**config.mk**
```make
export PLATFORM = sky130hd
export DESIGN_NAME = vga_ctrl
export DESIGN_NICKNAME = d
export VERILOG_FILES = /design/src/rtl/vga_ctrl_pkg.sv /design/src/rtl/vga_wrap_cnt.sv /design/src/rtl/vga_ctrl.sv
export SDC_FILE = /design/constraint.sdc
export NUM_CORES = 1
export LEC_CHECK = 0
export ABC_AREA = 1
export CORE_ASPECT_RATIO = 0.7
export CORE_MARGIN = 2
export CORE_UTILIZATION = 46
export CTS_BUF_LIST = sky130_fd_sc_hd__clkbuf_8
export CTS_CLUSTER_DIAMETER = 200
export DETAILED_ROUTE_END_ITERATION = 8
export PLACE_DENSITY = 0.8
export SYNTH_ARGS = -nofsm -noshare
export SYNTH_HDL_FRONTEND = slang
export SYNTH_HIERARCHICAL = 1
export SYNTH_SLANG_ARGS = --single-unit
```
**constraint.sdc**
```tcl
create_clock -name vga_clk -period 1.9 [get_ports vga_clk]
set_input_delay 0.38 -clock vga_clk [delete_from_list [all_inputs] [get_ports vga_clk]]
set_output_delay 0.38 -clock vga_clk [all_outputs]
set_load 0.05 [all_outputs]
```
**src/rtl/vga_ctrl_pkg.sv**
```systemverilog
// Shared VGA timing constants, colours and small helpers for vga_ctrl and the
// vga_pic* picture generators.
package vga_ctrl_pkg;

  // 640x480@60Hz horizontal timing, in pixel clocks
  localparam logic [9:0] H_SYNC  = 10'd96;
  localparam logic [9:0] H_BACK  = 10'd48;
  localparam logic [9:0] H_VALID = 10'd640;
  localparam logic [9:0] H_FRONT = 10'd16;
  localparam logic [9:0] H_TOTAL = H_SYNC + H_BACK + H_VALID + H_FRONT;

  // vertical timing, in lines
  localparam logic [9:0] V_SYNC  = 10'd2;
  localparam logic [9:0] V_BACK  = 10'd33;
  localparam logic [9:0] V_VALID = 10'd480;
  localparam logic [9:0] V_FRONT = 10'd10;
  localparam logic [9:0] V_TOTAL = V_SYNC + V_BACK + V_VALID + V_FRONT;

  // sync level while the pulse is asserted (0 = active-low)
  localparam logic SYNC_POL = 1'b0;

  // RGB565 colours
  localparam logic [15:0] WHITE = 16'hFFFF;
  localparam logic [15:0] BLACK = 16'h0000;

  // coordinate value meaning "no pixel requested"
  localparam logic [9:0] PIX_NONE = 10'h3FF;

  // pixel request coordinate handed to the picture generator
  typedef struct packed {
    logic [9:0] x;
    logic [9:0] y;
  } pix_pos_t;

  // half-open interval test: lo <= val < hi
  function automatic logic in_span(input logic [9:0] val,
                                   input logic [9:0] lo,
                                   input logic [9:0] hi);
    return (val >= lo) && (val < hi);
  endfunction

endpackage

```
**src/rtl/vga_wrap_cnt.sv**
```systemverilog
// Modulo-MAX counter with an enable; wrap is high on the enabled clock that
// takes the count from MAX-1 back to 0, so it can enable the next stage.
module vga_wrap_cnt #(
  parameter logic [9:0] MAX = 10'd800
) (
  input  logic       clk,
  input  logic       rst,
  input  logic       en,
  output logic [9:0] cnt,
  output logic       wrap
);

  assign wrap = en && (cnt == MAX - 10'd1);

  // count on enable, return to zero on the terminal count
  always_ff @(posedge clk or posedge rst) begin
    if (rst)       cnt <= '0;
    else if (wrap) cnt <= '0;
    else if (en)   cnt <= cnt + 10'd1;
  end

endmodule

```
**src/rtl/vga_ctrl.sv**
```systemverilog
// VGA timing generator. Requests pixels one clock ahead of the active window
// so the generator's registered pix_data arrives exactly on the displayed
// pixel, then blanks it outside the window and drives the sync lines.
module vga_ctrl #(
  parameter logic [9:0] H_SYNC   = vga_ctrl_pkg::H_SYNC,
  parameter logic [9:0] H_BACK   = vga_ctrl_pkg::H_BACK,
  parameter logic [9:0] H_VALID  = vga_ctrl_pkg::H_VALID,
  parameter logic [9:0] H_FRONT  = vga_ctrl_pkg::H_FRONT,
  parameter logic [9:0] V_SYNC   = vga_ctrl_pkg::V_SYNC,
  parameter logic [9:0] V_BACK   = vga_ctrl_pkg::V_BACK,
  parameter logic [9:0] V_VALID  = vga_ctrl_pkg::V_VALID,
  parameter logic [9:0] V_FRONT  = vga_ctrl_pkg::V_FRONT,
  parameter logic       SYNC_POL = vga_ctrl_pkg::SYNC_POL
) (
  input  logic        vga_clk,
  input  logic        sys_rst,
  input  logic [15:0] pix_data,
  output logic [9:0]  pix_x,
  output logic [9:0]  pix_y,
  output logic        hsync,
  output logic        vsync,
  output logic [15:0] rgb,
  output logic        rgb_valid,
  output logic        frame_start
);
  import vga_ctrl_pkg::*;

  localparam logic [9:0] H_TOTAL = H_SYNC + H_BACK + H_VALID + H_FRONT;
  localparam logic [9:0] V_TOTAL = V_SYNC + V_BACK + V_VALID + V_FRONT;
  // first active column / row, counted from the start of the sync pulse
  localparam logic [9:0] HA = H_SYNC + H_BACK;
  localparam logic [9:0] VA = V_SYNC + V_BACK;

  logic [9:0] cnt_h, cnt_v;
  logic       h_wrap, v_wrap;
  logic       h_act, h_req, v_act;
  pix_pos_t   req_pos;

  vga_wrap_cnt #(.MAX(H_TOTAL)) u_cnt_h (
    .clk  (vga_clk),
    .rst  (sys_rst),
    .en   (1'b1),
    .cnt  (cnt_h),
    .wrap (h_wrap)
  );

  // the line counter steps on the horizontal wrap, so both wrap together
  // on the last pixel of the last line
  vga_wrap_cnt #(.MAX(V_TOTAL)) u_cnt_v (
    .clk  (vga_clk),
    .rst  (sys_rst),
    .en   (h_wrap),
    .cnt  (cnt_v),
    .wrap (v_wrap)
  );

  // one-clock pulse on the cycle the counters come back to (0,0)
  always_ff @(posedge vga_clk or posedge sys_rst) begin
    if (sys_rst) frame_start <= 1'b0;
    else         frame_start <= v_wrap;
  end

  // window decode: the request window leads the active window by one clock
  always_comb begin
    h_act = in_span(cnt_h, HA, HA + H_VALID);
    h_req = in_span(cnt_h, HA - 10'd1, HA + H_VALID - 10'd1);
    v_act = in_span(cnt_v, VA, VA + V_VALID);
  end

  // pixel request coordinates, parked at PIX_NONE outside the request window
  always_comb begin
    req_pos.x = PIX_NONE;
    req_pos.y = PIX_NONE;
    if (h_req && v_act) begin
      req_pos.x = cnt_h - (HA - 10'd1);
      req_pos.y = cnt_v - VA;
    end
  end

  assign pix_x = req_pos.x;
  assign pix_y = req_pos.y;

  // sync pulses and blanked pixel output
  always_comb begin
    hsync     = (cnt_h < H_SYNC) ? SYNC_POL : ~SYNC_POL;
    vsync     = (cnt_v < V_SYNC) ? SYNC_POL : ~SYNC_POL;
    rgb_valid = h_act && v_act;
    rgb       = rgb_valid ? pix_data : BLACK;
  end

endmodule
```
==> results of run 1 <==
[logic make-up after synthesis]
group                    synth area share
AND/OR/NAND/NOR                     0.468
AO/OA/AOI/OAI                      0.0313
other                             0.00174
flip-flops                          0.244
XOR/XNOR                           0.0650
adder cells (fa/ha/maj)            0.0348
buffers and inverters               0.155
[layout by cell type, fill, tap and decap left out, types with 9 or more instances in the layout]
| cell | netlist | routed |
|---|---|---|
| clkdlybuf4s50_1 | 0 | 18 |
| nand2_1 | 84 | 72 |
| nor2_2 | 5 | 9 |
| xor2_1 | 9 | 9 |
| nand2_4 | 0 | 9 |
| buf_12 | 2 | 22 |
| inv_1 | 62 | 62 |
| nor2_4 | 13 | 16 |
| buf_4 | 1 | 30 |
| buf_6 | 3 | 21 |
| nor2_1 | 37 | 30 |
| dfrtp_1 | 21 | 18 |
| nand3_1 | 19 | 18 |
| nand2_2 | 19 | 22 |
[cell usage after synthesis, drive strengths merged]
cell type	count	area, sq um
xor2	9	78.8
and2	1	6.26
conb	1	3.75
nand3	27	190
inv	66	248
nor3	3	15.0
o21ai	3	15.0
dfrtp	21	526
nand3b	2	15.0
ha	6	75.1
buf	7	86.3
nand4	4	25.0
nor3b	1	7.51
a21oi	6	45.1
nand2	103	434
o21bai	1	7.51
xnor2	7	61.3
nor2	55	317
[what timing repair did]
item                       CTS  global route
hold buffers                 0             0
resized for setup           26             8
setup endpoints to repair   37            45
gates cloned                 0             0
[routing by layer]
| metal | vias up | global-route usage | share of wire |
|---|---|---|---|
| li1 | 1136 | - | - |
| met1 | 966 | 0.325 | 0.45 |
| met2 | 86 | 0.365 | 0.46 |
| met3 | 4 | 0.0188 | 0.083 |
| met4 | 0 | 0.0567 | 0.0091 |
| met5 | - | 0 | 0 |
[report_power, final]
part | internal [uW] | switching, uW | leakage [uW]
clock | 144 | 139 | 0.0000269
combinational | 630 | 979 | 0.00149
sequential | 503 | 57.6 | 0.000268
total | 1280 | 1180 | 0.00179
[stage by stage]
stage / setup WS, ps / total power (uW) / TNS [ps] / hold WS [ps] / util
2_1_floorplan: -51.8 / 1550 / -992 / 109 / -
3_3_place_gp: 12.2 / 2030 / 0 / 582 / 0.734
5_1_grt: -345 / 2590 / -12030 / 309 / 0.772
6_report: -251 / 2450 / -8390 / 307 / 0.772
3_5_place_dp: -39.2 / 2060 / -453 / 587 / 0.734
4_1_cts: -261 / 2440 / -8810 / 306 / 0.766
[critical path, delay by kind of cell, from the launching register on]
| kind | cells | cell delay (ps) |
|---|---|---|
| adder cells (fa/ha/maj) | 1 | 170 |
| AND/OR/NAND/NOR | 6 | 580 |
| buffers and inverters | 2 | 330 |
| flip-flops | 1 | 430 |
[sequential cells by signal, indices dropped and copies added (netlist names)]
name	count
u_cnt_v/cnt	10
frame_start	1
u_cnt_h/cnt	10
[layout make-up]
cell class                 instances  area [sq um]
clock buffer                       3          41.3
clock inverter                     1          3.75
fill                             296          1010
inverter                          66           253
multi-input combinational        229          1440
sequential                        21           529
tap                               55          68.8
timing repair buffer              91          1080
[worst paths after layout]
check	startpoint	endpoint	slack, ps
setup reg to reg	u_cnt_h/cnt[0]$_DFFE_PP0P_	u_cnt_v/cnt[1]$_DFFE_PP0P_	160
max in group asynchronous	sys_rst	u_cnt_v/cnt[0]$_DFFE_PP0P_	1130
hold reg to reg	u_cnt_v/cnt[8]$_DFFE_PP0P_	u_cnt_v/cnt[8]$_DFFE_PP0P_	630
hold / removal	sys_rst	frame_start$_DFF_PP0_	310
min in group vga_clk	u_cnt_v/cnt[8]$_DFFE_PP0P_	u_cnt_v/cnt[8]$_DFFE_PP0P_	630
setup / recovery	u_cnt_v/cnt[1]$_DFFE_PP0P_	pix_y[5]	-250
==> run metrics, run 1 <==
run status finished with violations; failing checks design-rule violations, negative setup slack; crit-path max FO 10; Layout Cells excl Fill 466; layout cell share with drive strength beyond 1 0.380; htree depth 1; Syn Inst Count 323; vias in the first global route 2010; die area 0.00526 sq mm; estimated wirelength of the detail-placed design 4500 um; final wirelength 5620 um; Placed Cells 462; post-route cell area 0.00342 sq mm; max_cap viols 0; total core area 0.00443 sq mm; Syn-to-layout area delta 58.7%; TritonCTS sink count 21; Clock Skews 5.99 ps; Inserted Diodes 0; Seq/Total Area, Yosys 0.244; first-pass GRT wire length 9260 um; post-DR vias/cell 4.70; critical path's largest stage delay 430 ps; GRT Resource Usage Total 0.223; Pins Over Slew Limit 0; Hold Path Class in -> async; period utilization 1.13; drt wl/cell 12.1 um; Clock Path Buffers 2; post-route ant nets 0; initial antenna violation count 0; via count 2192; grt ovf 0; routability cong. 0.895; Fin. Hold Viols 0; Die Wd 85.8 um; Worst Setup End Kind output port; Clk Latency, worst-skew pair 260 ps; CP Class reg -> out; Nets 436; Mean Syn Cell Area 6.67 sq um; syn_nets 347; root buf cell clkbuf_8; pwr/cell area 717 mW/mm^2; CP Cell Sequence ha_4 -> nor2_4 -> nand3_2 -> nand2_2 -> nand2_2 -> nor2_4 -> buf_12 -> nand2_2 -> buf_6; P_leak 0.00179 uW; Max IR drop VDD 0.487 mV; number of buffers added on ports 57; Setup-failing EPs final 37; CP startpoint kind register; post-CTS repair timing setup buffer count 0; Worst path most repeated cell nand2_2; largest net degree at the start of global routing 12; PnR worst setup slack -251 ps; Iter 0 DRT Violations 148; R2R cell count 11; #FFs+latches synth 21; drc violations 10; total CTS buffers 3; Cell Rows 20; Period minus WS final 2150 ps; Netlist cell types 29; crit path DAT 1770 ps; Vert. Die Dim 61.3 um; CP max-delay cell dfrtp_2; First-pass DRT Iterations 6; Fmax 465 MHz; Initial Util 0.487; Ys Warns 6; Clock transition at path regs 80 ps; CTS tree yes; DP Area 0.00325 sq mm; RSZ-0062 raised after global routing true; CP Data Required Time 1520 ps; I/O pin count 58; mapped cell area 0.00216 sq mm
Power figures use the tool's default switching activity.
==> inputs of run 2 (changes only) <==
- ABC_AREA: 1 -> default
- CORE_UTILIZATION: 46 -> 43
- PLACE_DENSITY: 0.8 -> 0.79
==> run 2 against run 1 <==
Net effect: highest routed layer unchanged; global-route usage rose by 5.2 points; routed wire length is 28% higher; critical path depth fell by 1; the run ends with negative setup slack left.
==> run metrics, run 2 <==
run status finished with violations; failing checks negative setup slack; Period minus WS final 2560 ps; Synth area leaders dfrtp_1 (30%), xnor2_1 (6.5%), nand3_1 (6.3%); syn_nets 224; pwr/cell area 485 mW/mm^2; layout cell share with drive strength beyond 1 0.554; Clock transition at path regs 80 ps; Max IR drop VDD 0.498 mV; Setup-failing EPs final 48; #FFs+latches synth 21; largest net degree at the start of global routing 18; Post-synth ARST share 1.00; Post-synth top cells nand3_1 (22), dfrtp_1 (21), xnor2_1 (13); mapped cell area 0.00176 sq mm; routability cong. 0.891; root buf cell clkbuf_8; Nets 332; grt ovf 0; GRT Resource Usage Total 0.275; adder-cell share of the synthesized area 0.0428; Ys Warns 6; drt wl/cell 20.1 um; Netlist cell types 47; Pins Over Slew Limit 0; Die Wd 80.4 um; post-route ant nets 0; simple-gate share of the synthesized area 0.345; via count 2081; TritonCTS sink count 21; Post-Synth XOR/XNOR Area 0.125; Fmax 391 MHz; worst hold slack 320 ps; max_cap viols 0; most frequent cells in the layout buf_4 (47), buf_6 (27), buf_12 (19); number of buffers added on ports 57; crit path DAT 2180 ps; Hold Path Class in -> async; Clock Path Buffers 2; die area 0.00462 sq mm; Seq/Total Area, Yosys 0.299; # fillers 171; Iter 0 DRT Violations 185; PnR worst setup slack -656 ps; Syn-to-layout area delta 92.8%; post-synth top area share 0.299; leading area contributor after synthesis dfrtp_1; Vert. Die Dim 57.5 um; drc violations 0; final wirelength 7210 um; prevailing post-synth register cell dfrtp_1; compound-cell area share of the yosys netlist 0.133; Worst Setup End Kind output port; CP Class reg -> out; Regs by FF count u_cnt_h/cnt x10, u_cnt_v/cnt x10, frame_start x1; Clock Skews 2.25 ps; crit-path max FO 17; most frequent cell after synthesis nand3_1; I/O pin count 58; mux cell area share after synthesis 0; Clk Latency, worst-skew pair 260 ps; vias in the first global route 1934; Mean Syn Cell Area 8.78 sq um; Syn Inst Count 200; RSZ-0062 raised after global routing true; htree depth 1; Fin. Hold Viols 0; Initial Util 0.448; CP startpoint kind register; total core area 0.00392 sq mm; period utilization 1.35; post-DR vias/cell 5.80; estimated wirelength of the detail-placed design 4290 um; initial antenna violation count 0; Inserted Diodes 0; Post-synth EDFFs 0; CTS tree yes; most common cell after layout, fill and taps aside buf_4; first-pass GRT wire length 9740 um; Cell Rows 19; setup slack at placement -345 ps; total CTS buffers 3; P_leak 0.00146 uW; CP Data Required Time 1520 ps; First-pass DRT Iterations 4; largest family of logic cells by synthesized area simple AND/OR/NAND/NOR gates
-- run 2: worst max-delay path: stages (launching register included) --
cell and delay, ps:
dfrtp_2 430, or3_4 370, buf_4 160, a21boi_0 220, buf_4 160, a221oi_4 40
buf_12 160, and2_2 210, buf_12 150
-- run 2: through the flow --
| stage | TNS, ps | instance area, sq um | total power (uW) | util | instances |
|---|---|---|---|---|---|
| 2_1_floorplan | -12500 | 1920 | 951 | - | 200 |
| 3_3_place_gp | -8810 | 2960 | 1180 | 0.754 | 342 |
| 3_5_place_dp | -11660 | 2960 | 1200 | 0.754 | 342 |
| 4_1_cts | -19310 | 3170 | 1490 | 0.808 | 349 |
| 5_1_grt | -25940 | 3380 | 1720 | 0.863 | 359 |
| 6_report | -22850 | 3380 | 1640 | 0.863 | 359 |
-- run 2: timing repair --
| action | in CTS | in global routing |
|---|---|---|
| pin swaps | 6 | 10 |
| setup buffers | 3 | 11 |
| setup endpoints to repair | 48 | 49 |
| hold buffers | 0 | 0 |
| resized for setup | 37 | 29 |
-- run 2: path summary, 6_finish.rpt --
| check | startpoint | to | slack [ps] | cells past startpoint |
|---|---|---|---|---|
| max | u_cnt_h/cnt[4]$_DFFE_PP0P_ | rgb[15] | -660 | 8 |
| min | sys_rst | frame_start$_DFF_PP0_ | 320 | 2 |
| min reg2reg | u_cnt_h/cnt[6]$_DFFE_PP0P_ | u_cnt_h/cnt[6]$_DFFE_PP0P_ | 630 | 2 |
| max reg2reg | u_cnt_h/cnt[0]$_DFFE_PP0P_ | u_cnt_v/cnt[9]$_DFFE_PP0P_ | -300 | 9 |
| min in group vga_clk | u_cnt_h/cnt[6]$_DFFE_PP0P_ | u_cnt_h/cnt[6]$_DFFE_PP0P_ | 630 | 2 |
| max in group asynchronous | sys_rst | u_cnt_h/cnt[0]$_DFFE_PP0P_ | 1120 | 2 |
-- run 2: routing by layer --
layer,share of wire,GRT usage,vias up
li1,-,-,939
met1,0.40,0.346,1011
met2,0.49,0.479,115
met3,0.083,0.0427,16
met4,0.024,0.107,0
met5,0,0,-
-- run 2: layout make-up --
cell class                 instances  area (sq um)  share of cell area
tap                               52          65.1              0.0192
clock inverter                     1          5.00             0.00148
inverter                          10          40.0              0.0118
multi-input combinational        159          1450               0.428
sequential                        21           536               0.158
clock buffer                       3          41.3              0.0122
timing repair buffer             113          1250               0.369
-- run 2: kinds of logic (layout without fill, tap and decap cells) --
family,Yosys count,in the layout
xor gates and xnor gates,25,25
and+or+nand+nor,98,98
adders and majority gates,6,6
DFF,21,21
AOI/OAI and AO/OA,29,29
other,1,1
buffers and inverters,20,127
-- run 2: where the power goes --
part,internal (uW),switching (uW),leakage (uW)
Sequential,504,44.0,0.000262
Clock,146,153,0.0000255
Combinational,366,429,0.00118
Total,1020,626,0.00146
